### config.mk
export PLATFORM = sky130hd
export DESIGN_NAME = cache_writeback_controller
export DESIGN_NICKNAME = d
export VERILOG_FILES = /design/src/rtl/cache_writeback_controller.sv
export SDC_FILE = /design/constraint.sdc
export NUM_CORES = 1
export LEC_CHECK = 0
export ABC_AREA = 1
export BUFFER_PORTS_ARGS = -buffer_cell sky130_fd_sc_hd__buf_2
export CAP_MARGIN = 10
export CORE_MARGIN = 2
export CORE_UTILIZATION = 48
export CTS_CLUSTER_SIZE = 30
export DETAILED_ROUTE_END_ITERATION = 7
export GPL_ROUTABILITY_DRIVEN = 0
export PLACE_DENSITY = 0.85
export SLEW_MARGIN = 0
export SYNTH_ARGS = -nofsm -noshare
export SYNTH_HDL_FRONTEND = slang
export SYNTH_SLANG_ARGS = --single-unit
### constraint.sdc
create_clock -name clk_i -period 2.92 [get_ports clk_i]
set_input_delay 0.584 -clock clk_i [delete_from_list [all_inputs] [get_ports clk_i]]
set_output_delay 0.584 -clock clk_i [all_outputs]
set_load 0.1 [all_outputs]
### src/rtl/cache_writeback_controller.sv
// Eviction/writeback engine: reads a line's dirty bit, streams the line's words to memory
// when the bit is set, then clears the bit. Every output comes straight from a flop.
module cache_writeback_controller #(
  parameter int ADDR_WIDTH     = 8,
  parameter int TAG_WIDTH      = 20,
  parameter int WORDS_PER_LINE = 4,
  parameter int DATA_WIDTH     = 32
) (
  input  logic                                         clk_i,
  input  logic                                         rst_i,
  input  logic                                         evict_i,
  input  logic [ADDR_WIDTH-1:0]                        evict_index_i,
  input  logic [TAG_WIDTH-1:0]                         evict_tag_i,
  output logic                                         evict_ready_o,
  output logic                                         evict_done_o,
  output logic                                         evict_wrote_o,
  output logic                                         dirty_read_o,
  output logic                                         dirty_write_o,
  output logic [ADDR_WIDTH-1:0]                        dirty_address_o,
  output logic                                         dirty_o,
  input  logic                                         dirty_i,
  output logic                                         data_read_o,
  output logic [ADDR_WIDTH+$clog2(WORDS_PER_LINE)-1:0] data_address_o,
  input  logic [DATA_WIDTH-1:0]                        data_i,
  output logic                                         mem_valid_o,
  output logic [31:0]                                  mem_address_o,
  output logic [DATA_WIDTH-1:0]                        mem_data_o,
  output logic                                         mem_last_o,
  input  logic                                         mem_ready_i
);

  localparam int CNT_W = $clog2(WORDS_PER_LINE);
  localparam logic [CNT_W-1:0] LAST_WORD = CNT_W'(WORDS_PER_LINE - 1);

  typedef enum logic [2:0] {
    S_IDLE,
    S_RDIRTY,
    S_CHECK,
    S_FETCH,
    S_CAPTURE,
    S_SEND,
    S_CLEAR,
    S_DONE
  } state_t;

  state_t                  state_q, state_d;
  logic [ADDR_WIDTH-1:0]   index_q, index_d;
  logic [TAG_WIDTH-1:0]    tag_q, tag_d;
  logic [CNT_W-1:0]        cnt_q, cnt_d;
  logic                    wrote_q, wrote_d;
  logic [DATA_WIDTH-1:0]   mem_data_q, mem_data_d;
  logic                    ready_q, ready_d;
  logic                    done_q, done_d;
  logic                    wrote_out_q, wrote_out_d;
  logic                    dirty_read_q, dirty_read_d;
  logic                    dirty_write_q, dirty_write_d;
  logic                    data_read_q, data_read_d;
  logic                    mem_valid_q, mem_valid_d;
  logic                    mem_last_q, mem_last_d;

  always_comb begin
    state_d    = state_q;
    index_d    = index_q;
    tag_d      = tag_q;
    cnt_d      = cnt_q;
    wrote_d    = wrote_q;
    mem_data_d = mem_data_q;

    unique case (state_q)
      S_IDLE: begin
        if (evict_i) begin
          index_d = evict_index_i;
          tag_d   = evict_tag_i;
          cnt_d   = '0;
          wrote_d = 1'b0;
          state_d = S_RDIRTY;
        end
      end
      S_RDIRTY:  state_d = S_CHECK;
      S_CHECK: begin
        if (dirty_i) begin
          wrote_d = 1'b1;
          state_d = S_FETCH;
        end else begin
          state_d = S_DONE;
        end
      end
      S_FETCH:   state_d = S_CAPTURE;
      S_CAPTURE: begin
        mem_data_d = data_i;
        state_d    = S_SEND;
      end
      S_SEND: begin
        if (mem_ready_i) begin
          if (cnt_q == LAST_WORD) begin
            state_d = S_CLEAR;
          end else begin
            cnt_d   = cnt_q + CNT_W'(1);
            state_d = S_FETCH;
          end
        end
      end
      S_CLEAR:   state_d = S_DONE;
      S_DONE: begin
        cnt_d   = '0;
        state_d = S_IDLE;
      end
      default:   state_d = S_IDLE;
    endcase

    // Output flops are loaded from the decode of the next state so each
    // strobe lines up exactly with the state it belongs to.
    ready_d       = (state_d == S_IDLE);
    dirty_read_d  = (state_d == S_RDIRTY);
    dirty_write_d = (state_d == S_CLEAR);
    data_read_d   = (state_d == S_FETCH);
    mem_valid_d   = (state_d == S_SEND);
    mem_last_d    = (state_d == S_SEND) && (cnt_d == LAST_WORD);
    done_d        = (state_d == S_DONE);
    wrote_out_d   = (state_d == S_DONE) && wrote_d;
  end

  always_ff @(posedge clk_i) begin
    if (rst_i) begin
      state_q       <= S_IDLE;
      index_q       <= '0;
      tag_q         <= '0;
      cnt_q         <= '0;
      wrote_q       <= 1'b0;
      mem_data_q    <= '0;
      ready_q       <= 1'b1;
      done_q        <= 1'b0;
      wrote_out_q   <= 1'b0;
      dirty_read_q  <= 1'b0;
      dirty_write_q <= 1'b0;
      data_read_q   <= 1'b0;
      mem_valid_q   <= 1'b0;
      mem_last_q    <= 1'b0;
    end else begin
      state_q       <= state_d;
      index_q       <= index_d;
      tag_q         <= tag_d;
      cnt_q         <= cnt_d;
      wrote_q       <= wrote_d;
      mem_data_q    <= mem_data_d;
      ready_q       <= ready_d;
      done_q        <= done_d;
      wrote_out_q   <= wrote_out_d;
      dirty_read_q  <= dirty_read_d;
      dirty_write_q <= dirty_write_d;
      data_read_q   <= data_read_d;
      mem_valid_q   <= mem_valid_d;
      mem_last_q    <= mem_last_d;
    end
  end

  assign evict_ready_o   = ready_q;
  assign evict_done_o    = done_q;
  assign evict_wrote_o   = wrote_out_q;
  assign dirty_read_o    = dirty_read_q;
  assign dirty_write_o   = dirty_write_q;
  assign dirty_address_o = index_q;
  assign dirty_o         = 1'b0;
  assign data_read_o     = data_read_q;
  assign data_address_o  = {index_q, cnt_q};
  assign mem_valid_o     = mem_valid_q;
  assign mem_address_o   = {tag_q, index_q, cnt_q, 2'b00};
  assign mem_data_o      = mem_data_q;
  assign mem_last_o      = mem_last_q;

endmodule

==> impl_metrics.py, run 1 <==
metrics = {
    "timing": {
        "worst_pin_slew_ns": 0.917,
        "slew_violations": 0,
        "finalCritPeriodShare_pct": 63.0,
        "finalSetupTns_ns": 0,
        "fmax_ghz": 0.544,
        "finClkSkew_ns": 0.00748,
        "min_period_ns": 1.84,
        "rsz0062_at_grt": "false",
        "finalSetupViolations": 0,
        "worst_slack_ns": 1.08,
        "final_hold_viol_count": 0,
        "max_slew_margin_pct": 38.8,
    },
    "setup_path": {
        "reg2reg_depth": 6,
        "worstPathMaxFanout": 33,
        "crit_family": "buffers and inverters",
        "cp.arrival_ns": 2.10,
        "cp_cell_sequence": "nor2_2, nand2_1, buf_4, inv_1, nor2_1, nor2_1",
        "r2r_end": "mem_data_o[24]",
        "critPathSlowestCell": "inv_1",
        "critical_path.startpoint": "state_q[0]",
        "worst-endpoint-required_ns": 3.18,
        "r2r_slack_ns": 1.08,
        "cpPeakStageDelay_ns": 0.70,
        "r2r_start": "state_q[0]",
        "crit_type": "register to register",
        "endpoint_kind": "register",
        "start_kind": "register",
        "path_buf_inv": 2,
        "path_depth": 6,
        "endpoint": "mem_data_o[24]",
        "cpMostUsedCell": "nor2_1",
    },
    "die": {
        "core_um2": 5890,
        "die_w_um": 81.6,
        "dieArea_um2": 6660,
        "die_h_um": 81.6,
        "num_rows": 28,
        "ios": 156,
        "start_util_pct": 49.1,
    },
    "clock_tree": {
        "postCtsHoldBufs": 0,
        "cts.path.max_buffers": 2,
        "post_cts_buffers": 0,
        "cts_tree": "done",
        "htreeDepth": 3,
        "post_cts_resized": 0,
        "numCtsBuffers": 9,
        "clk_latency_ns": 0.33,
        "root_buffer": "clkbuf_8",
        "cts.sink_count": 74,
        "clkTransAtPathRegs_ns": 0.08,
    },
    "drt": {
        "firstDrtPassIters": 4,
        "drt_wl_total_um": 6800,
        "vias_per_cell": 4.85,
        "avgRoutedWirePerCell_um": 11.9,
        "route.detailed.drc": 0,
        "first_iter_violations": 145,
        "vias": 2767,
        "antenna_left": 0,
    },
    "place": {
        "hpwlAfterDp_um": 4860,
        "numPortBuffers": 152,
        "place_ws_ns": 1.01,
    },
    "global_routing": {
        "grt_pass1_wl_um": 10100,
        "grt_pass1_vias": 2302,
        "overflow": 0,
        "antenna_found_initial": 0,
        "grtUsageTotal_pct": 19.8,
        "grt_max_degree": 37,
    },
    "synth": {
        "async_flop_share_pct": 0,
        "netlist_instances": 366,
        "ys_seq_area_share_pct": 51.3,
        "synth_flop_cell": "dfxtp_1",
        "synth-edff-count": 0,
        "avgSynthCellArea_um2": 7.90,
        "synth.distinct_cells": 23,
        "synth.cell_area_um2": 2890,
        "synth_warnings": 0,
        "synth-seq-cells": 74,
    },
    "status": {
        "status": "finished clean",
    },
    "cells_and_area": {
        "diodes": 0,
        "multi_input_area_um2": 1070,
        "post-route-util_pct": 63.4,
        "nFillCells": 510,
        "syn_to_final_growth_pct": 29.1,
        "regArea_um2": 1480,
        "drive_above_1_share_pct": 36.5,
        "nets": 556,
    },
    "pwr": {
        "ir_drop_mv": 0.428,
        "power_per_cell_area_nw_per_um2": 891,
        "total_power_mw": 3.32,
        "p_leak_nw": 1.85,
    },
    "run": {
        "maxCapViolations": 0,
    },
    "min_path": {
        "min_from": "tag_q[15]",
        "hp-class": "register to register",
    },
}
==> worst min path at each step <==
stage,to,slack [ns],cells past startpoint
floorplan,wrote_q,0.45,2
global placement,tag_q[16],0.45,2
detailed placement,tag_q[15],0.46,2
CTS,tag_q[15],0.47,2
global route,tag_q[0],0.49,2
finish,tag_q[15],0.47,2
==> per-layer routing <==
metal / routed length [um] / up-vias / global-route usage [%]
met3: 680 / 11 / 6.37
li1: - / 1405 / -
met5: 0 / - / 0
met2: 3170 / 132 / 35.4
met1: 2830 / 1219 / 21.3
met4: 119 / 0 / 9.17
==> placed cells by master, fill, tap and decap left out, types with 3 or more instances in the layout <==
master,instances
a21oi_1,30
nand2_2,3
clkbuf_8,11
nand3_1,33
buf_2,152
buf_4,3
bufinv_16,3
nor2_1,74
dfxtp_1,74
conb_1,3
o21ai_0,35
nand2_1,48
inv_1,13
==> stage by stage <==
stage / cell area (um2) / std cells / hold WS (ns)
CTS: 3730 / 571 / 0.468
global route: 3730 / 571 / 0.491
floorplan: 2900 / 368 / 0.452
finish: 3730 / 571 / 0.467
detailed placement: 3480 / 555 / 0.456
global placement: 3480 / 555 / 0.451
==> cell type report <==
class / count / area share [%]
Inverter: 14 / 1.41
Clock buffer: 12 / 4.16
Tap cell: 75 / 2.52
Clock inverter: 4 / 2.62
Sequential cell: 74 / 39.7
Timing Repair Buffer: 155 / 21.0
Multi-Input combinational cell: 237 / 28.6
==> tightest hold or removal path: cells and delay by family, from the launching register on <==
kind	cells	cell delay, ns
DFF	1	0.31
and+or+nand+nor	1	0.06
AOI/OAI and AO/OA	1	0.05
==> flip-flops by register name, summed over array words and instances (netlist names) <==
| name | cells |
|---|---|
| evict_ready_o | 1 |
| tag_q | 20 |
| mem_last_o | 1 |
| wrote_q | 1 |
| mem_data_o | 32 |
| data_read_o | 1 |
| dirty_write_o | 1 |
| cnt_q | 2 |
| dirty_read_o | 1 |
| mem_valid_o | 1 |
| dirty_address_o | 8 |
| state_q | 3 |
| evict_done_o | 1 |
| evict_wrote_o | 1 |
==> report_power, final <==
group / switching [mW] / internal, mW / total, mW / leakage (nW)
Clock: 0.356 / 0.615 / 0.971 / 0.123
Combinational: 1.01 / 0.186 / 1.20 / 1.13
Sequential: 0.0531 / 1.10 / 1.15 / 0.603
Total: 1.42 / 1.90 / 3.32 / 1.85
==> cell usage after synthesis (2+ instances only) <==
cell type  number  area (um2)
a21oi_1        30         150
buf_8           2        30.0
dfxtp_1        74        1480
nor2_4          2        22.5
nand3_2         2        20.0
o21ai_0        35         175
clkbuf_1       11        41.3
nand2_2         3        18.8
inv_1          13        48.8
nor2_1         74         278
nand3_1        33         165
buf_4          27         203
nor3_1          2        10.0
nand2_1        48         180
nor2_2          2        12.5
==> cells by family after synthesis <==
kind of cell	after synthesis	synth area share [%]
AO/OA/AOI/OAI	67	11.7
other	1	0.130
buffers and inverters	57	12.1
AND/OR/NAND/NOR	167	24.8
flip-flops	74	51.3
No activity file was read; power rests on OpenSTA's default activity.
==> run 2: changes to the inputs <==
--- a/config.mk
+++ b/config.mk
@@ -5,15 +5,15 @@
 export SDC_FILE = /design/constraint.sdc
 export NUM_CORES = 1
 export LEC_CHECK = 0
-export ABC_AREA = 1
+export ABC_AREA = 0
 export BUFFER_PORTS_ARGS = -buffer_cell sky130_fd_sc_hd__buf_2
 export CAP_MARGIN = 10
 export CORE_MARGIN = 2
-export CORE_UTILIZATION = 48
+export CORE_UTILIZATION = 45
 export CTS_CLUSTER_SIZE = 30
 export DETAILED_ROUTE_END_ITERATION = 7
 export GPL_ROUTABILITY_DRIVEN = 0
-export PLACE_DENSITY = 0.85
+export PLACE_DENSITY = 0.8
 export SLEW_MARGIN = 0
 export SYNTH_ARGS = -nofsm -noshare
 export SYNTH_HDL_FRONTEND = slang
==> constraint.sdc (replaced) <==
create_clock -name clk_i -period 1.9 [get_ports clk_i]
set_input_delay 0.38 -clock clk_i [delete_from_list [all_inputs] [get_ports clk_i]]
set_output_delay 0.38 -clock clk_i [all_outputs]
set_load 0.1 [all_outputs]
==> run 2 against run 1 <==
Synthesized cell count decreased by 4.6%. Maximum frequency up 8.5%. Sequential share of layout area fell by 0.60 points. Sequential power increased by 57%. Critical path type unchanged. Critical path depth decreased by 2. Clock power rose by 53%. First-iteration DRC count down 45%. Area after synthesis grew 1.5%. Largest power group unchanged. Largest cell class unchanged. Sequential cell count stayed put.
==> impl_metrics.py, run 2 <==
metrics = {
    "status": {
        "status": "finished clean",
    },
    "cells_and_area": {
        "nets": 539,
        "final_common_cell": "buf_2",
        "diodes": 0,
        "syn_to_final_growth_pct": 29.4,
        "most-common-layout-cells": "152 x buf_2, 124 x nand2_1, 72 x dfxtp_1",
        "largest_reg_flops": 32,
        "drive_above_1_share_pct": 39.2,
        "nFillCells": 588,
    },
    "drt": {
        "drt_wl_total_um": 6870,
        "first_iter_violations": 80,
        "avgRoutedWirePerCell_um": 12.3,
        "antenna_left": 0,
        "wl_met2_um": 3340,
        "wl_met1_um": 2820,
        "vias": 2724,
        "met3WireLength_um": 622,
        "route.detailed.drc": 0,
        "vias_per_cell": 4.90,
        "firstDrtPassIters": 4,
        "top_layer": "met4",
    },
    "timing": {
        "finalSetupTns_ns": 0,
        "rsz0062_at_grt": "false",
        "worst_pin_slew_ns": 0.657,
        "finClkSkew_ns": 0.00660,
        "finalSetupViolations": 0,
        "min_period_ns": 1.70,
        "fmax_ghz": 0.590,
        "finalCritPeriodShare_pct": 89.3,
        "slew_violations": 0,
        "worst_slack_ns": 0.204,
        "final_hold_viol_count": 0,
        "max_slew_margin_pct": 54.9,
    },
    "pwr": {
        "ir_drop_mv": 0.939,
        "power_per_cell_area_nw_per_um2": 1410,
        "p_leak_nw": 1.80,
    },
    "setup_path": {
        "reg2reg_depth": 4,
        "crit_family": "simple AND/OR/NAND/NOR gates",
        "cpPeakStageDelay_ns": 0.53,
        "endpoint_kind": "register",
        "path_depth": 4,
        "r2r_slack_ns": 0.20,
        "cp.arrival_ns": 1.88,
        "crit_type": "register to register",
        "worstPathMaxFanout": 12,
        "worst-endpoint-required_ns": 2.09,
        "cp_cell_sequence": "and2b_1, a221oi_4, or2_1, nor3b_1",
        "start_kind": "register",
        "path_buf_inv": 0,
        "critPathSlowestCell": "dfxtp_1",
    },
    "synth": {
        "synth-edff-count": 0,
        "avgSynthCellArea_um2": 8.40,
        "async_flop_share_pct": 0,
        "ys_seq_area_share_pct": 50.5,
        "synth_flop_cell": "dfxtp_1",
        "synth-seq-cells": 74,
        "synth_top_cell_area_share_pct": 50.5,
        "post-synth-top-area-cell": "dfxtp_1",
        "synth.distinct_cells": 42,
        "netlist_instances": 349,
        "synth_warnings": 0,
        "synth.cell_area_um2": 2930,
        "synth_common_cells": "124 x nand2_1, 74 x dfxtp_1, 61 x a21oi_1, 25 x buf_4, 7 x clkbuf_1",
        "synth_top_cells_by_area": "dfxtp_1 51%, nand2_1 16%, a21oi_1 10%",
        "synth.most_common_cell": "nand2_1",
    },
    "clock_tree": {
        "numCtsBuffers": 9,
        "cts.sink_count": 74,
        "clk_latency_ns": 0.34,
        "root_buffer": "clkbuf_8",
        "post_cts_buffers": 0,
        "cts.path.max_buffers": 2,
        "htreeDepth": 3,
        "postCtsHoldBufs": 0,
        "post_cts_resized": 0,
        "clkTransAtPathRegs_ns": 0.08,
        "cts_tree": "done",
    },
    "die": {
        "die_w_um": 84.7,
        "num_rows": 29,
        "start_util_pct": 46.5,
        "core_um2": 6310,
        "dieArea_um2": 7180,
        "ios": 156,
        "die_h_um": 84.7,
    },
    "global_routing": {
        "grt_pass1_wl_um": 11200,
        "grt_max_degree": 70,
        "overflow": 0,
        "antenna_found_initial": 0,
        "grt_pass1_vias": 2580,
        "grtUsageTotal_pct": 19.3,
    },
    "place": {
        "hpwlAfterDp_um": 4780,
        "numPortBuffers": 152,
        "place_ws_ns": 0.248,
    },
    "min_path": {
        "hp-class": "input pin to register",
        "hold_depth": 3,
    },
    "run": {
        "maxCapViolations": 0,
    },
}
[run 2: cell count changes after synthesis, sizes merged, moves of 5 or more]
cell    previous run  this run
inv               14         2
a21oi             30        62
buf               31        38
o21ai             35         1
clkbuf            12         7
nor2              78         5
nand2             51       124
nand3             35         2
[run 2: path summary, 6_finish.rpt]
kind,startpoint,to
worst max-delay path,state_q[1],evict_wrote_o
worst min-delay path,data_i[2],mem_data_o[2]
worst max register to register,state_q[1],evict_wrote_o
worst min register to register,mem_data_o[10],mem_data_o[10]
[run 2: kinds of logic after synthesis]
kind of cell    Yosys count  synth area share [%]
mux                       1                 0.341
simple gates            150                  22.4
compound gates           76                  15.9
flops                    74                  50.5
other cells               1                 0.128
buf+inv                  47                  10.7
[run 2: power breakdown]
group,internal (mW),switching (mW)
Sequential,1.70,0.106
Combinational,0.354,1.71
Clock,0.940,0.549
Total,3.00,2.37
[run 2: per-layer routing]
| metal | vias to the layer above | global-route usage, % |
|---|---|---|
| met5 | - | 0 |
| met4 | 0 | 6.93 |
| met3 | 11 | 7.47 |
| met2 | 125 | 34.1 |
| met1 | 1225 | 21.0 |
| li1 | 1363 | - |
[run 2: metrics by stage]
step	instances	hold slack, ns	util (%)	total power [mW]	instance area, um2
after floorplan	351	0.502	-	3.69	2940
after global placement	540	0.439	56.1	3.88	3540
after detailed placement	540	0.443	56.1	3.91	3540
after CTS	556	0.251	60.1	5.41	3790
after global routing	556	0.250	60.1	5.60	3790
final	556	0.272	60.1	5.36	3790
[run 2: area by class of cell]
| type | count | area (um2) | area share (%) |
|---|---|---|---|
| multi-input combinational | 230 | 1140 | 30.2 |
| clock inverter | 5 | 100 | 2.64 |
| sequential | 74 | 1480 | 39.1 |
| inverter | 2 | 7.51 | 0.198 |
| tap | 77 | 96.3 | 2.54 |
| timing repair buffer | 157 | 811 | 21.4 |
| clock buffer | 11 | 151 | 3.99 |
[run 2: tightest hold or removal path: stages]
cell and delay [ns]:
buf_2 0.09, nand2_1 0.04, a21oi_1 0.05
==> run 3: changes to the inputs <==
--- a/config.mk
+++ b/config.mk
@@ -5,16 +5,17 @@
 export SDC_FILE = /design/constraint.sdc
 export NUM_CORES = 1
 export LEC_CHECK = 0
-export ABC_AREA = 0
+export ABC_AREA = 1
 export BUFFER_PORTS_ARGS = -buffer_cell sky130_fd_sc_hd__buf_2
 export CAP_MARGIN = 10
 export CORE_MARGIN = 2
-export CORE_UTILIZATION = 45
+export CORE_UTILIZATION = 44
 export CTS_CLUSTER_SIZE = 30
 export DETAILED_ROUTE_END_ITERATION = 7
 export GPL_ROUTABILITY_DRIVEN = 0
-export PLACE_DENSITY = 0.8
+export PLACE_DENSITY = 0.79
 export SLEW_MARGIN = 0
 export SYNTH_ARGS = -nofsm -noshare
 export SYNTH_HDL_FRONTEND = slang
 export SYNTH_SLANG_ARGS = --single-unit
+export TNS_END_PERCENT = 50
==> run 3 against run 2 <==
Wire length down 1.6%. Worst hold slack better by 0.019 ns. Clock skew is essentially flat. Clock-buffer cell count down 1. Largest power group unchanged.
==> impl_metrics.py, run 3 (synthesized netlist as in run 1, its figures left out) <==
metrics = {
    "die": {
        "core_um2": 6350,
        "die_w_um": 85.1,
        "start_util_pct": 45.5,
        "dieArea_um2": 7230,
        "num_rows": 29,
        "ios": 156,
        "die_h_um": 85.1,
    },
    "drt": {
        "antenna_left": 0,
        "firstDrtPassIters": 4,
        "first_iter_violations": 99,
        "vias_per_cell": 4.81,
        "drt_wl_total_um": 6750,
        "vias": 2771,
        "route.detailed.drc": 0,
        "avgRoutedWirePerCell_um": 11.7,
    },
    "clock_tree": {
        "cts_tree": "done",
        "clk_latency_ns": 0.33,
        "postCtsHoldBufs": 0,
        "numCtsBuffers": 9,
        "root_buffer": "clkbuf_8",
        "cts.sink_count": 74,
        "clkTransAtPathRegs_ns": 0.08,
        "htreeDepth": 3,
        "cts.path.max_buffers": 2,
        "post_cts_buffers": 0,
        "post_cts_resized": 0,
    },
    "setup_path": {
        "start_kind": "register",
        "critPathSlowestCell": "buf_2",
        "cp_cell_sequence": "buf_2",
        "endpoint_kind": "output port",
        "worstPathMaxFanout": 6,
        "crit_type": "register to output port",
        "worst-endpoint-required_ns": 1.52,
        "cpPeakStageDelay_ns": 0.48,
        "path_buf_inv": 1,
        "crit_family": "buffers and inverters",
        "cp.arrival_ns": 1.27,
    },
    "pwr": {
        "total_power_mw": 5.03,
        "power_per_cell_area_nw_per_um2": 1340,
        "ir_drop_mv": 0.904,
        "p_leak_nw": 1.87,
    },
    "place": {
        "dp.cells": 561,
        "place_ws_ns": 0.545,
        "numPortBuffers": 152,
        "hpwlAfterDp_um": 4990,
    },
    "cells_and_area": {
        "diodes": 0,
        "nFillCells": 580,
        "drive_above_1_share_pct": 36.9,
        "syn_to_final_growth_pct": 29.5,
        "post_layout_nonfiller_instances": 576,
        "nets": 560,
        "final_common_cell": "buf_2",
        "largest_reg_flops": 32,
        "most-common-layout-cells": "152 x buf_2, 74 x nor2_1, 74 x dfxtp_1",
    },
    "global_routing": {
        "grt_pass1_vias": 2555,
        "overflow": 0,
        "grtUsageTotal_pct": 18.8,
        "grt_max_degree": 33,
        "grt_pass1_wl_um": 10900,
        "antenna_found_initial": 0,
    },
    "run": {
        "maxCapViolations": 0,
    },
    "status": {
        "status": "finished clean",
    },
    "timing": {
        "fmax_ghz": 0.605,
        "finalSetupTns_ns": 0,
        "finalCritPeriodShare_pct": 87.0,
        "worst_slack_ns": 0.248,
        "final_hold_viol_count": 0,
        "min_period_ns": 1.65,
        "finalSetupViolations": 0,
        "slew_violations": 0,
        "finClkSkew_ns": 0.00697,
        "rsz0062_at_grt": "false",
    },
    "min_path": {
        "hp-class": "input pin to register",
    },
}
-- run 3: cell types whose count changed in the layout (fill, tap and decap cells not counted), sizes merged, moves of 3 or more --
cell   before  now
and2b       3    0
inv         2   14
nor4b       3    0
a21oi      62   30
nor2        5   78
nand3       2   35
nand2     124   51
o21ai       1   35
-- run 3: layout make-up --
class                           instances  area (um2)  share of cell area (%)
Sequential cell                        74        1480                    39.6
Multi-Input combinational cell        237        1070                    28.5
Timing Repair Buffer                  159         813                    21.7
Clock buffer                           10         128                    3.41
Clock inverter                          5         104                    2.78
Tap cell                               77        96.3                    2.57
Inverter                               14        52.6                    1.40
-- run 3: metrics by stage --
step / cell area, um2 / util (%) / hold slack [ns]
global route: 3740 / 58.9 / 0.274
finish: 3740 / 58.9 / 0.291
floorplan: 2900 / - / 0.452
detailed placement: 3510 / 55.3 / 0.453
CTS: 3740 / 58.9 / 0.271
global placement: 3510 / 55.3 / 0.449
-- run 3: path summary, 6_finish.rpt --
kind	startpoint	slack, ns	to	depth (start not counted)
worst max register to register	state_q[0]	0.58	tag_q[9]	6
worst min register to register	tag_q[4]	0.46	tag_q[4]	2
worst max-delay path	cnt_q[1]	0.25	data_address_o[1]	1
worst min-delay path	data_i[21]	0.29	mem_data_o[21]	3
-- run 3: routing by layer --
layer	global-route usage, %	part of all wire [%]	up-vias
li1	-	-	1410
met1	20.8	42	1234
met2	32.0	47	122
met3	7.59	10	5
met4	7.50	0.87	0
met5	0	0	-
-- run 3: where the power goes --
group,switching [mW],leakage [nW],total [mW],internal [mW]
clock network,0.534,0.116,1.40,0.866
logic,1.56,1.15,1.86,0.296
registers,0.0791,0.603,1.77,1.69
total,2.17,1.87,5.03,2.85
